File: config.mk
export PLATFORM = sky130hd
export DESIGN_NAME = univ_shift_reg
export DESIGN_NICKNAME = d
export VERILOG_FILES = /design/src/rtl/univ_shift_pkg.sv /design/src/rtl/shift_count.sv /design/src/rtl/univ_shift_reg.sv
export SDC_FILE = /design/constraint.sdc
export NUM_CORES = 1
export LEC_CHECK = 0
export CAP_MARGIN = 40
export CORE_UTILIZATION = 58
export CTS_BUF_LIST = sky130_fd_sc_hd__clkbuf_8
export DETAILED_ROUTE_END_ITERATION = 12
export DONT_BUFFER_PORTS = 1
export GPL_TIMING_DRIVEN = 0
export PLACE_DENSITY = 0.85
export SLEW_MARGIN = 15
export SYNTH_ARGS = -nofsm -noshare
export SYNTH_HDL_FRONTEND = slang
export SYNTH_SLANG_ARGS = --single-unit
File: constraint.sdc
create_clock -name clk -period 1.16 [get_ports clk]
set_input_delay 0.232 -clock clk [delete_from_list [all_inputs] [get_ports clk]]
set_output_delay 0.232 -clock clk [all_outputs]
set_load 0.01 [all_outputs]
File: src/rtl/univ_shift_pkg.sv
// Shared types for the universal shift register.
//   mode_e   - 3-bit operation select driven on univ_shift_reg.mode
//   is_shift - true for the modes that move bits and advance the frame counter
package univ_shift_pkg;

    typedef enum logic [2:0] {
        ModeHold  = 3'b000,
        ModeShl   = 3'b001,
        ModeShr   = 3'b010,
        ModeRol   = 3'b011,
        ModeRor   = 3'b100,
        ModeLoad  = 3'b101,
        ModeClear = 3'b110,
        ModeAsr   = 3'b111
    } mode_e;

    function automatic logic is_shift(input mode_e m);
        return m inside {ModeShl, ModeShr, ModeRol, ModeRor, ModeAsr};
    endfunction

endpackage

File: src/rtl/shift_count.sv
// Saturating frame counter with a completion pulse.
// Ports:
//   clk        - rising-edge clock
//   rst        - synchronous active-high reset
//   en         - cycle enable; when low the count holds and the pulse drops
//   inc        - advance the count by one (saturates at MAX)
//   clr        - restart the count at zero; wins over inc
//   cnt        - current count, 0..MAX
//   done_pulse - one-cycle pulse after the edge on which cnt reaches MAX
module shift_count #(
    parameter int unsigned MAX = 8
) (
    input  logic                       clk,
    input  logic                       rst,
    input  logic                       en,
    input  logic                       inc,
    input  logic                       clr,
    output logic [$clog2(MAX+1)-1:0]   cnt,
    output logic                       done_pulse
);

    localparam int unsigned CW = $clog2(MAX + 1);

    logic [CW-1:0] cnt_q;
    logic          done_q;

    always_ff @(posedge clk) begin
        if (rst) begin
            cnt_q  <= '0;
            done_q <= 1'b0;
        end else if (en) begin
            if (clr) begin
                cnt_q  <= '0;
                done_q <= 1'b0;
            end else if (inc && (cnt_q != CW'(MAX))) begin
                cnt_q  <= cnt_q + CW'(1);
                // Pulse only on the step into MAX; saturated shifts stay quiet.
                done_q <= (cnt_q == CW'(MAX - 1));
            end else begin
                done_q <= 1'b0;
            end
        end else begin
            done_q <= 1'b0;
        end
    end

    assign cnt        = cnt_q;
    assign done_pulse = done_q;

endmodule

File: src/rtl/univ_shift_reg.sv
// Universal WIDTH-bit shift register: hold, shift left/right, rotate,
// arithmetic shift right, parallel load and clear, plus a frame bit-counter.
// Ports:
//   clk, rst          - clock, synchronous active-high reset
//   en                - cycle enable; when low all state holds
//   mode              - operation select (mode_e)
//   sin_r / sin_l     - serial in at bit 0 (SHL) / bit WIDTH-1 (SHR)
//   pdata             - parallel load data
//   q                 - register contents
//   sout_msb/sout_lsb - q[WIDTH-1] / q[0] straight from the register
//   cnt               - shifts since last LOAD/CLEAR/reset, saturating at WIDTH
//   frame_done        - one-cycle pulse after cnt reaches WIDTH
//   parity            - registered ^q (only with UNIV_SHIFT_PARITY_EN defined)
module univ_shift_reg
    import univ_shift_pkg::*;
#(
    parameter int unsigned      WIDTH   = 8,
    parameter logic [WIDTH-1:0] RST_VAL = '0
) (
    input  logic                         clk,
    input  logic                         rst,
    input  logic                         en,
    input  mode_e                        mode,
    input  logic                         sin_r,
    input  logic                         sin_l,
    input  logic [WIDTH-1:0]             pdata,
    output logic [WIDTH-1:0]             q,
    output logic                         sout_msb,
    output logic                         sout_lsb,
    output logic [$clog2(WIDTH+1)-1:0]   cnt,
`ifdef UNIV_SHIFT_PARITY_EN
    output logic                         frame_done,
    output logic                         parity
`else
    output logic                         frame_done
`endif
);

    logic [WIDTH-1:0] q_d, q_q;

    always_comb begin
        q_d = q_q;
        unique case (mode)
            ModeHold:  q_d = q_q;
            ModeShl:   q_d = {q_q[WIDTH-2:0], sin_r};
            ModeShr:   q_d = {sin_l, q_q[WIDTH-1:1]};
            ModeRol:   q_d = {q_q[WIDTH-2:0], q_q[WIDTH-1]};
            ModeRor:   q_d = {q_q[0], q_q[WIDTH-1:1]};
            ModeLoad:  q_d = pdata;
            ModeClear: q_d = '0;
            ModeAsr:   q_d = {q_q[WIDTH-1], q_q[WIDTH-1:1]};
            default:   q_d = q_q;
        endcase
    end

    always_ff @(posedge clk) begin
        if (rst) begin
            q_q <= RST_VAL;
        end else if (en) begin
            q_q <= q_d;
        end
    end

`ifdef UNIV_SHIFT_PARITY_EN
    logic parity_q;

    always_ff @(posedge clk) begin
        if (rst) begin
            parity_q <= ^RST_VAL;
        end else if (en) begin
            parity_q <= ^q_d;
        end
    end

    assign parity = parity_q;
`endif

    shift_count #(
        .MAX(WIDTH)
    ) u_shift_count (
        .clk       (clk),
        .rst       (rst),
        .en        (en),
        .inc       (is_shift(mode)),
        .clr       ((mode == ModeLoad) || (mode == ModeClear)),
        .cnt       (cnt),
        .done_pulse(frame_done)
    );

    assign q        = q_q;
    assign sout_msb = q_q[WIDTH-1];
    assign sout_lsb = q_q[0];

endmodule
==> summary.txt <==
Final layout
  – Layout cells sized above 1: 26.1%
  – Layout area overhead: 12.1%
  – # diodes: 0
  – Nets@finish: roughly 140
  – Design area: 0.00108 mm^2

Timing
  – RSZ-0062 raised after global routing: false
  – Worst Skew: 6.32 ps
  – Final Slew Violations: 0
  – Minimum clock period after layout: 1120 ps
  – Setup violators final: 0
  – Fin. Hold Viols: 0
  – Fmax: between 800 and 900 MHz
  – Worst slew pin tran: approximately 470 ps
  – Slew HR: 68.3%
  – Final worst setup slack: 43.6 ps
  – TNS Setup: 0 ps
  – Final Cycle Share: 96.2%

Placed design
  – Port Buffer Count: 0
  – Setup WS pre-CTS: -157 ps
  – DP Area: 992 um^2
  – Detail Placement HPWL: approximately 1500 um
  – Gpl congestion: about 0.83

Power and ir drop
  – Internal power: 826 uW
  – Clock share of power: 35.4%
  – Pleak: 0.000415 uW
  – Comb pwr share: 20.8%
  – Sequential share of power: a little over two fifths
  – Net Sw Frac: 30.7%
  – Final Total Pwr: between 1000 and 1500 uW
  – Max VDD drop: just under 0.8 mV
  – PD cells: 1110 mW/mm^2
  – P_sw: 366 uW

Yosys
  – Syn nets: 131
  – Seq/Total Area, Yosys: 27.0%
  – Post-synth EDFFs: 0
  – Area share of the largest cell type after synthesis: 27.0%
  – Yosys reg bits: 13
  – Cell variety after synth: 38
  – Top FF cell, synth: dfxtp_1
  – Post-synth ARST share: 0%
  – Mapped Cells: between 100 and 150
  – Synth Warn #: 0
  – Syn_area_per_cell: 8.51 um^2
  – Post-synthesis cell area: 962 um^2
  – Synth cell count leaders: 13 x dfxtp_1, 9 x nor2_1, 8 x o21ai_0
  – Yosys top cell by area: dfxtp_1
  – Dominant cells by area after synthesis: dfxtp_1 27%, mux2i_1 7.3%, a311oi_1 6.4%
  – Top-count cell post-synth: dfxtp_1

Die
  – Io pins: 31
  – Row Count: 14
  – Die Ht: 42.7 um
  – Starting density of the core: a little over three fifths
  – Placeable Area: 0.00152 mm^2
  – Die area: 0.00183 mm^2
  – Die width: 42.7 um

Drt
  – DRC viols: 0
  – Vias: 896
  – Initial drt markers: 18
  – WL final: ~2300 um
  – Drt via density: between 6 and 7
  – Wire per inst: between 15 and 20 um
  – Pre-antenna DRT Iters: 4
  – Antenna-violating nets left: 0

Global routing
  – First-pass GRT wire length: 3650 um
  – Vias in the first global route: ~790
  – Total congestion overflow: 0
  – Initial antenna violation count: 0
  – Largest net degree at the start of global routing: 11
  – GRT Total Usage: approximately 27%

Clock tree
  – Worst-Skew Late Latency: 250 ps
  – CTS Buf Count: 3
  – Hold_buf cts: 0
  – CTS tree: yes
  – Num Clock Sinks: 13
  – Clock Root Buffer: clkbuf_8
  – Clk buf depth: 2
  – Clock transition at path regs: 60 ps
  – H-Tree Depth: 1

Worst setup path
  – R2R Path Start: u_shift_count.cnt[0]
  – Critical Path Sink Type: output port
  – Worst endpoint required time: 930 ps
  – CP arrival: 880 ps
  – Flop-to-flop setup slack: 60 ps
  – Buf/Inv on CP: 1
  – Crit path largest cell delay: 460 ps
  – CP top delay family: flip-flops
  – CP Launch Point: q[7]
  – Cells along the critical path: buf_4
  – WS Path Type: flop to output port
  – Crit path max-delay cell type: dfxtp_1
  – CP Max Fanout: 6
  – CP Launch Type: flop

Run
  – Max-cap violation count: 0

Worst hold path
  – Worst hold path type: input port to flop
  – Min-delay src: pdata[6]

Run status
  – Outcome: complete, no violations
## cells by family (layout without fill, tap and decap cells)
kind of cell,after synthesis,in the layout,synth area share [%]
XOR/XNOR,2,2,2.60
AND/OR/NAND/NOR,32,32,20.0
multiplexers,8,8,8.45
AO/OA/AOI/OAI,39,39,28.2
buffers and inverters,17,23,11.1
flip-flops,13,13,27.0
adder cells (fa/ha/maj),2,2,2.60
## final cells by class
type	instances	area, um^2
Timing Repair Buffer	2	15.0
Sequential cell	13	273
Multi-Input combinational cell	83	616
Clock buffer	3	41.3
Buffer	13	95.1
Fill cell	125	445
Inverter	4	15.0
Clock inverter	1	3.75
Tap cell	16	20.0
## flip-flops by register name, indices dropped and copies added (netlist names)
signal and count:
u_shift_count.cnt 4, q 8, u_shift_count.done_pulse 1
## cells in the final DEF (no fill, tap or decap), types with 3 or more instances in the layout
cell,n
nor2_1,9
a311oi_1,7
o21ai_0,7
nand3b_1,7
mux2i_1,7
a21o_1,7
dfxtp_1,7
buf_4,6
inv_1,4
buf_2,4
nand3_1,4
a21oi_1,4
dfxtp_2,4
nand2b_1,3
clkbuf_8,3
## metal layers
metal	share of wire, %	vias to the layer above	global-route usage [%]	wire (um)
li1	-	432	-	-
met1	45	422	35.9	1010
met2	46	37	39.1	1040
met3	7.2	5	8.94	163
met4	1.9	0	11.3	42
met5	0	-	0	0
## per-stage QoR
step                hold WS [ps]  std cells  util, %
global route                 350        135     70.8
detailed placement           523        129     65.1
CTS                          319        133     68.3
floorplan                    496        113        -
finish                       319        135     70.8
global placement             519        129     65.1
## what timing repair did
| item | in CTS | in global routing |
|---|---|---|
| setup buffers | 0 | 2 |
| resized for setup | 3 | 9 |
| endpoints found under the setup margin | 2 | 7 |
| pin swaps | 0 | 1 |
## power groups by stage
stage               sequential, uW  combinational (uW)  clock (uW)
floorplan                      522                 196           0
global placement               530                 226           0
detailed placement             531                 233           0
CTS                            521                 234         430
global route                   527                 272         444
finish                         522                 248         422
## path summary, 6_finish.rpt
kind	endpoint	depth (start not counted)
worst max-delay path	q[7]	1
worst min-delay path	q[6]	3
worst max register to register	u_shift_count.cnt[0]	5
worst min register to register	u_shift_count.cnt[1]	2
Power figures use the tool's default switching activity.
